## src/rtl/audio_dac_stream.sv

```systemverilog
// -----------------------------------------------------------------------------
// audio_dac_stream
//
// Stereo audio output engine for the WM8731 codec. Stereo sample pairs from a
// valid/ready stream are buffered in a FIFO and serialised to the codec DAC as
// an I2S master (BCLK, DACLRCK, DACDAT). FIFO occupancy, a sticky underrun flag
// and a low-watermark interrupt are exported for the driver.
//
// Optional feature macro: AUDIO_DAC_STREAM_IRQ_EN
//   defined   : irq = irq_en && (level < LOW_WM), registered.
//   undefined : irq is held at 0; irq_en and LOW_WM have no effect.
//
// Ports:
//   clk           in   system clock
//   reset         in   asynchronous, active-high reset
//   enable        in   serialiser run; 0 holds the serial side idle
//   sample_data   in   {left, right}, two's complement, left in the MSBs
//   sample_valid  in   producer has an entry
//   sample_ready  out  FIFO can accept an entry
//   level         out  FIFO occupancy in stereo entries
//   underrun      out  sticky: a frame started with the FIFO empty
//   underrun_clr  in   clears underrun (wins over a same-cycle set)
//   irq_en        in   interrupt mask
//   irq           out  low-watermark interrupt
//   aud_bclk      out  I2S bit clock
//   aud_daclrck   out  0 = left slot, 1 = right slot
//   aud_dacdat    out  I2S serial data, changes on BCLK falling edges
// -----------------------------------------------------------------------------
module audio_dac_stream #(
  parameter int SAMPLE_W   = 16,
  parameter int SLOT_W     = 32,
  parameter int FIFO_DEPTH = 64,
  parameter int BCLK_DIV   = 8,
  parameter int LOW_WM     = 16
) (
  input  logic                          clk,
  input  logic                          reset,
  input  logic                          enable,
  input  logic [2*SAMPLE_W-1:0]         sample_data,
  input  logic                          sample_valid,
  output logic                          sample_ready,
  output logic [$clog2(FIFO_DEPTH):0]   level,
  output logic                          underrun,
  input  logic                          underrun_clr,
  input  logic                          irq_en,
  output logic                          irq,
  output logic                          aud_bclk,
  output logic                          aud_daclrck,
  output logic                          aud_dacdat
);

  localparam int AW = $clog2(FIFO_DEPTH);
  localparam int LW = AW + 1;
  localparam int DW = $clog2(BCLK_DIV);
  localparam int KW = $clog2(SLOT_W);
  localparam int BW = KW + 1;

  // Serial bit for slot position k: zero at k=0 (I2S one-bit delay), sample
  // MSB first for k=1..SAMPLE_W, zero padding afterwards.
  function automatic logic slot_bit(input logic signed [SAMPLE_W-1:0] s,
                                    input logic [KW-1:0] k);
    logic b;
    b = 1'b0;
    for (int i = 0; i < SAMPLE_W; i++) begin
      if (int'(k) == SAMPLE_W - i) b = s[i];
    end
    return b;
  endfunction

  logic [2*SAMPLE_W-1:0]  fifo_mem [FIFO_DEPTH];

  logic [AW-1:0]          wr_ptr_q, wr_ptr_d, rd_ptr_q, rd_ptr_d;
  logic [LW-1:0]          level_q, level_d;
  logic                   ready_q, ready_d;
  logic                   underrun_q, underrun_d;
  logic                   irq_q, irq_d;
  logic [DW-1:0]          div_cnt_q, div_cnt_d;
  logic                   bclk_q, bclk_d;
  logic [BW-1:0]          bit_cnt_q, bit_cnt_d;
  logic                   lrck_q, lrck_d;
  logic                   dat_q, dat_d;
  logic                   started_q, started_d;
  logic signed [SAMPLE_W-1:0] left_q, left_d, right_q, right_d;

  logic push, pop, fall, div_end, frame_start;

  always_comb begin
    push        = sample_valid && ready_q;
    div_end     = (div_cnt_q == DW'(BCLK_DIV - 1));
    fall        = enable && bclk_q && div_end;
    // The first fall after enable opens a frame even though bit_cnt never wrapped.
    frame_start = fall && (!started_q || (bit_cnt_q == BW'(2*SLOT_W - 1)));
    // A push landing in an empty FIFO during frame start is not visible yet.
    pop         = frame_start && (level_q != '0);

    wr_ptr_d = push ? wr_ptr_q + AW'(1) : wr_ptr_q;
    rd_ptr_d = pop  ? rd_ptr_q + AW'(1) : rd_ptr_q;
    level_d  = level_q + LW'(push) - LW'(pop);
    ready_d  = (level_d != LW'(FIFO_DEPTH));

    underrun_d = underrun_q;
    if (frame_start && (level_q == '0)) underrun_d = 1'b1;
    if (underrun_clr)                   underrun_d = 1'b0;

    left_d  = left_q;
    right_d = right_q;
    if (pop) begin
      left_d  = $signed(fifo_mem[rd_ptr_q][2*SAMPLE_W-1:SAMPLE_W]);
      right_d = $signed(fifo_mem[rd_ptr_q][SAMPLE_W-1:0]);
    end else if (frame_start) begin
      left_d  = '0;
      right_d = '0;
    end

    // Disabled: everything serial returns to idle, aborting any frame.
    div_cnt_d = '0;
    bclk_d    = 1'b0;
    bit_cnt_d = '0;
    lrck_d    = 1'b0;
    dat_d     = 1'b0;
    started_d = 1'b0;
    if (enable) begin
      div_cnt_d = div_end ? '0 : div_cnt_q + DW'(1);
      bclk_d    = div_end ? !bclk_q : bclk_q;
      bit_cnt_d = bit_cnt_q;
      lrck_d    = lrck_q;
      dat_d     = dat_q;
      started_d = started_q;
      if (fall) begin
        started_d = 1'b1;
        bit_cnt_d = started_q ? bit_cnt_q + BW'(1) : '0;
        lrck_d    = bit_cnt_d[KW];
        // At k=0 the bit is 0 regardless, so the pre-latch sample is harmless.
        dat_d     = slot_bit(bit_cnt_d[KW] ? right_q : left_q, bit_cnt_d[KW-1:0]);
      end
    end
  end

`ifdef AUDIO_DAC_STREAM_IRQ_EN
  assign irq_d = irq_en && (level_q < LW'(LOW_WM));
`else
  logic unused_irq_cfg;
  assign irq_d          = 1'b0;
  assign unused_irq_cfg = irq_en ^ (LOW_WM < 0);
`endif

  always_ff @(posedge clk or posedge reset) begin
    if (reset) begin
      wr_ptr_q   <= '0;
      rd_ptr_q   <= '0;
      level_q    <= '0;
      ready_q    <= 1'b1;
      underrun_q <= 1'b0;
      irq_q      <= 1'b0;
      div_cnt_q  <= '0;
      bclk_q     <= 1'b0;
      bit_cnt_q  <= '0;
      lrck_q     <= 1'b0;
      dat_q      <= 1'b0;
      started_q  <= 1'b0;
    end else begin
      wr_ptr_q   <= wr_ptr_d;
      rd_ptr_q   <= rd_ptr_d;
      level_q    <= level_d;
      ready_q    <= ready_d;
      underrun_q <= underrun_d;
      irq_q      <= irq_d;
      div_cnt_q  <= div_cnt_d;
      bclk_q     <= bclk_d;
      bit_cnt_q  <= bit_cnt_d;
      lrck_q     <= lrck_d;
      dat_q      <= dat_d;
      started_q  <= started_d;
    end
  end

  // Sample storage carries no reset; validity is tracked by the pointers.
  always_ff @(posedge clk) begin
    if (push) fifo_mem[wr_ptr_q] <= sample_data;
    left_q  <= left_d;
    right_q <= right_d;
  end

  assign sample_ready = ready_q;
  assign level        = level_q;
  assign underrun     = underrun_q;
  assign irq          = irq_q;
  assign aud_bclk     = bclk_q;
  assign aud_daclrck  = lrck_q;
  assign aud_dacdat   = dat_q;

endmodule

```

## config.mk

```make
export PLATFORM = sky130hd
export DESIGN_NAME = audio_dac_stream
export DESIGN_NICKNAME = d
export VERILOG_FILES = /design/src/rtl/audio_dac_stream.sv
export SDC_FILE = /design/constraint.sdc
export NUM_CORES = 2
export LEC_CHECK = 0
export CORE_MARGIN = 2
export CORE_UTILIZATION = 57
export CTS_CLUSTER_DIAMETER = 30
export DETAILED_ROUTE_END_ITERATION = 10
export PLACE_DENSITY = 0.76
export SETUP_SLACK_MARGIN = 0.1
export SKIP_CTS_REPAIR_TIMING = 1
export SYNTH_ARGS = -nofsm -noshare
export SYNTH_HDL_FRONTEND = slang
export SYNTH_SLANG_ARGS = --single-unit
```

## constraint.sdc

```tcl
create_clock -name clk -period 5.5 [get_ports clk]
set_clock_uncertainty 0.05 [all_clocks]
set_input_delay 1.375 -clock clk [delete_from_list [all_inputs] [get_ports clk]]
set_output_delay 1.375 -clock clk [all_outputs]
set_load 0.01 [all_outputs]
```

; ---- Yosys cells after proc, flatten, opt, wreduce, memory -nomap -nowiden
; Memory sizes are Yosys's and may differ from the RTL's.
; Cells that the tools add are included.
[word_totals]
ff_bits = 66
mem_bits_ro = 0
elab_cells = 91
latch_bits = 0
mem_bits_rw = 2048
out_inout_bits = 13
mem_count = 1
[classes]
mul = 0
n_mux = 37
reduce_logical = 13
add_sub_neg = 6
div_mod_pow = 0
eq_ne = 21
bitwise = 0
shift = 0
n_lt_le_gt_ge = 0
[mem_list]
columns = name, words, width, rd, rd_clocked_by_memory_dff, write_ports, line_no
row1 = fifo_mem, 64, 32, 1, 0, 1, 70  ; logic [2*SAMPLE_W-1:0] fifo_mem [FIFO_DEPTH];
[op_table]
columns = operator, count
row1 = 16-bit two-way mux, 4
row2 = 5-bit equality test (second input constant), 9
row3 = 1-bit two-way mux, 28
row4 = 5-bit by 4-bit equality test with 1-bit output (second input constant), 4
row5 = 6-bit by 1-bit adder with 6-bit output (second input constant), 3
row6 = 6-bit two-way mux, 3
row7 = 5-bit by 3-bit equality test with 1-bit output (second input constant), 2
row8 = 7-bit by 1-bit adder with 7-bit output, 1
row9 = 7-bit logical NOT, 1
row10 = 7-bit inequality test (second input constant), 1
row11 = 7-bit nonzero test, 1
row12 = 7-bit by 1-bit subtractor with 7-bit output, 1
row13 = 6-bit equality test (second input constant), 1
row14 = 1-bit logical AND, 6
row15 = 3-bit two-way mux, 2
row16 = 5-bit by 2-bit equality test with 1-bit output (second input constant), 1
row17 = 2-bit by 1-bit inequality test with 1-bit output (second input constant), 2
row18 = 2-bit nonzero test, 2
row19 = 3-bit by 1-bit adder with 3-bit output (second input constant), 1
row20 = 3-bit equality test (second input constant), 1
row21 = 1-bit logical NOT, 2
row22 = 1-bit logical OR, 1

; ---- Logic depth before layout (Yosys ltp)
[logic_depth]
ltp_word = 21
mapped_depth = 21
mapped_depth_nobuf = 19

; ---- Least setup slack after synthesis
; OpenSTA, ideal clock, no wires.
[synth_path]
kind = input port to flip-flop
from = in enable
to = reg ready_q (netlist: sample_ready)
setup_ns = 0.094
setup_slack_ns = -0.361
path_buffers = 1
t_arrival_ns = 5.717
stages = 16
cell_sequence = nand2_1 a21oi_1 nand2b_1 clkbuf_1 inv_1 ha_1 inv_1 ha_1 inv_1 fa_1 nand2b_1 a21oi_1 nor2_1 xnor2_1 or4_1 or4b_1
[synth_via]
elab_chain_len = 6
[synth_lines]
columns = item, line_no
row1 = from (decl), 38  ; input logic enable,
row2 = 1-bit logical AND (2 in series), 90  ; fall = enable && bclk_q && div_end;
row3 = 1-bit logical AND, 92  ; frame_start = fall && (!started_q || (bit_cnt_q == BW'(2*SLOT_W - 1)));
row4 = 1-bit logical AND, 94  ; pop = frame_start && (level_q != '0);
row5 = net pop, 85  ; logic push, pop, fall, div_end, frame_start;
row6 = 7-bit by 1-bit subtractor with 7-bit output, 98  ; level_d = level_q + LW'(push) - LW'(pop);
row7 = net level_d[4], 73  ; logic [LW-1:0] level_q, level_d;
row8 = 7-bit inequality test, 99  ; ready_d = (level_d != LW'(FIFO_DEPTH));
row9 = net ready_d, 74  ; logic ready_q, ready_d;
row10 = to (signal assigned), 165  ; ready_q <= ready_d;
row11 = to (decl), 74
; The timed path passes the listed nets, and every way through them passes these cells.
; A chain may end at the register's enable or synchronous reset.

; ---- Worst setup path after layout
[layout_path]
from = reg bit_cnt_q[0]
to = reg ready_q (netlist: sample_ready)
[layout_via]
elab_chain_len = 6
[layout_lines]
columns = item, line_no
row1 = from (decl), 79  ; logic [BW-1:0] bit_cnt_q, bit_cnt_d;
row2 = from (signal assigned), 170  ; bit_cnt_q <= bit_cnt_d;
row3 = 6-bit equality test, 92
row4 = 1-bit logical OR, 92
row5 = 1-bit logical AND, 92
row6 = 1-bit logical AND, 94
row7 = net pop, 85
row8 = 7-bit by 1-bit subtractor with 7-bit output, 98
row9 = net level_d[4], 73
row10 = 7-bit inequality test, 99
row11 = net ready_d, 74
; The timed path passes the listed nets, and every way through them passes these cells.

==> metrics.txt <==
Area Growth Syn to Fin=19.93%; number of fillers in the final layout=slightly below 8000; H-tree lvl count=5; top cells by area in the synthesized netlist=sky130_fd_sc_hd__edfxtp_1, sky130_fd_sc_hd__mux4_2, sky130_fd_sc_hd__dfrtp_1; slew at the pin closest to its max-slew limit=around 1.4 ns; count of vias placed by the detailed router=between 30000 and 40000; mean number of vias per cell=between 6 and 7; result of the run=completed; post-detail-place hpwl=about 100 mm; number of hold violations in the final report=0; CTS tree=yes; insertion delay of the later-clocked pin in the worst-skew pair=0.93 ns; overall track demand over capacity in global routing=28.99%; vertical die dimension=about 380 um; Worst Setup Start Kind=flip-flop; first-pass detailed-route iteration total=6; highest net fanout along the worst path=13; detail-routed net length per standard cell=approximately 35 um; fraction of registers with async set or reset after synthesis=roughly 1.6%; endpoint class of the critical path=flip-flop; type of the most critical hold path=reg2reg; slack of the worst reg-to-reg path=~1.0 ns; Final Instance Area=between 90000 and 100000 um2; hold_ws=~0.44 ns; share of layout cells above drive strength 1=roughly two fifths; Final Slew Violations=0; register clock-pin slew on the reported worst setup and hold paths=~0.05 ns; Arr. time, crit path=5.25 ns; area occupied by multi-input gates=about 17000 um2; Critical Path, Cell by Cell=ha_1 -> and3_1 -> nand3_1 -> a21oi_4 -> nand2b_2 -> inv_1 -> ha_1 -> inv_1 -> ha_1 -> inv_1 -> fa_1 -> nand2b_1 -> a21oi_1 -> nor2_1 -> xnor2_1 -> or4_1 -> or4b_1; Post-synth EDFFs=2080; flip-flop and latch area=63300 um2; total number of placement rows=138; CTS sink count=roughly 2100; flip-flop cell with the highest count after synthesis=sky130_fd_sc_hd__edfxtp_1; antenna viol nets, final=0; average cell area after synthesis=about 25 um2; power density normalized to cell area=~440 nW/um2; setup repair after global routing missed its margin=no; final total negative setup slack=0 ns; gp weighted congestion=0.8276; CTS root buf=sky130_fd_sc_hd__clkbuf_16; combined area of all synthesized cells=81070 um2; via count of the first global-routing pass=slightly above 40000; total gr overflow=0; Yosys warning total=0; clk buf depth=4; number of distinct library cells after synthesis=59; Seq cells post-synth=2113; total nets after synthesis=between 3000 and 4000; final critical-path share of the clock period=around 81%; initial drt markers=approximately 5800; R2R cell count=17; Std-Cell Core Area=approximately 140000 um2; Post-route DRC=0; leading area contributor after synthesis=sky130_fd_sc_hd__edfxtp_1; shortest clock period the worst path allows after layout=about 4.5 ns; cell count after placement=between 5000 and 6000; top cell type's share of synthesized area=roughly 77%; non-filler instance count after layout=5836; Worst EP required=roughly 6.3 ns; Max Cap Violations=0; hold path cells=1; sequential cell area fraction in the yosys report=around four fifths; aggregate routed wire length=~210 mm; slowest CP cell=sky130_fd_sc_hd__dfrtp_1; total power=about 43 mW; number of instances in the synthesized netlist=about 3300; LEAKAGE=approximately 30 nW; PnR worst setup slack=between 1 and 1.5 ns; # port buffers=48; largest net degree at the start of global routing=75; initial antenna violation count=11; end-of-flow core utilization=68.75%; pre-CTS setup slack=between 0.5 and 0.6 ns; standard cell area after detailed placement=~85000 um2; IO Count=between 50 and 60; number of endpoints failing setup at the final stage=0; global-route wire length before repair=between 300 and 400 mm; kind of critical path=reg2reg; die area=between 100000 and 150000 um2; max incr delay on CP=0.57 ns; Inserted Clock Buffers=370; worst rel slew slack=9.793%; horizontal die dimension=around 380 um; Fmax achieved=223.1 MHz; starting density of the core=between 50% and 60%; largest voltage drop on the vdd net=between 300 and 400 uV; nets@finish=~3700
## Yosys cell counts (all sizes together), types with 3 or more instances
cell and n:
dfrtp 32, nand2 35, nor3 4, nor2 80, a211oi 3, mux2i 9
xor2 5, edfxtp 2080, nor2b 38, o21a 3, o31ai 3, inv 16
and2 10, a21oi 12, mux4 672, ha 14, nand3 15, o21ai 13
and3 6, xnor2 13, buf 86, a21boi 4, clkbuf 88, nand2b 4
or4b 3
## critical path: cells and delay by family, from the launching register on
kind | cells | cell delay [ns]
AND/OR/NAND/NOR | 7 | 1.60
adder cells (fa/ha/maj) | 4 | 1.31
flip-flops | 1 | 0.57
AO/OA/AOI/OAI | 2 | 0.42
buffers and inverters | 3 | 0.30
XOR/XNOR | 1 | 0.14
## cell families (layout without fill, tap and decap cells)
group           Yosys count  after routing  share of synthesized area (%)
flops                  2113           2113                          78.07
other cells               1              2                       0.004626
fa+ha+maj                15             15                         0.2408
compound gates           52             52                         0.4137
mux                     683            683                          18.81
simple gates            210            210                          1.272
buf+inv                 190            853                          1.000
xor+xnor                 18             18                         0.1945
## path summary, 6_finish.rpt
| path | end | start |
|---|---|---|
| worst max-delay path | sample_ready | bit_cnt_q[0] |
| worst min-delay path | div_cnt_q[0] | div_cnt_q[0] |
| worst max register to register | sample_ready | bit_cnt_q[0] |
| worst min register to register | div_cnt_q[0] | div_cnt_q[0] |
| max in group asynchronous | rd_ptr_q[0] | reset |
| min in group asynchronous | level[3] | reset |
## layer usage
layer	vias up	routed length, um	GRT usage, %	part of all wire, %
li1	15090	-	-	-
met4	10	5575	8.703	2.7
met5	-	65	0	0.032
met1	20960	75800	40.73	37
met2	2661	104200	46.94	51
met3	409	20380	5.713	9.9
## state kept, by name (all words and copies together) (netlist names)
name          flops
left_q           16
rd_ptr_q          6
level             7
started_q         1
wr_ptr_q          6
div_cnt_q         3
sample_ready      1
aud_bclk          1
underrun          1
bit_cnt_q         6
right_q          16
aud_dacdat        1
fifo_mem       2048
## area by class of cell
class | count | area share (%)
flip-flops and latches | 2113 | 65.11
well taps | 1890 | 2.432
repair buffers | 174 | 1.701
clock inverters | 256 | 2.851
inverters | 16 | 0.06177
multi-input cells | 979 | 17.96
clock buffers | 407 | 9.874
diodes | 1 | 0.002574
## cell usage in the layout (no fill, tap or decap), drive strengths merged, types with 14 or more instances in the layout
cell type	count
inv	60
clkinvlp	44
bufinv	42
clkinv	126
nand3	15
nor2b	38
buf	158
mux4	672
nor2	80
nand2	35
clkbuf	407
clkdlybuf4s50	16
dfrtp	32
ha	14
edfxtp	2080
## power breakdown
| group | switching (mW) | internal [mW] |
|---|---|---|
| combinational | 1.25 | 0.472 |
| clock | 8.13 | 14.7 |
| sequential | 0.234 | 18.3 |
Note: power is estimated with default switching activity, not from simulation.
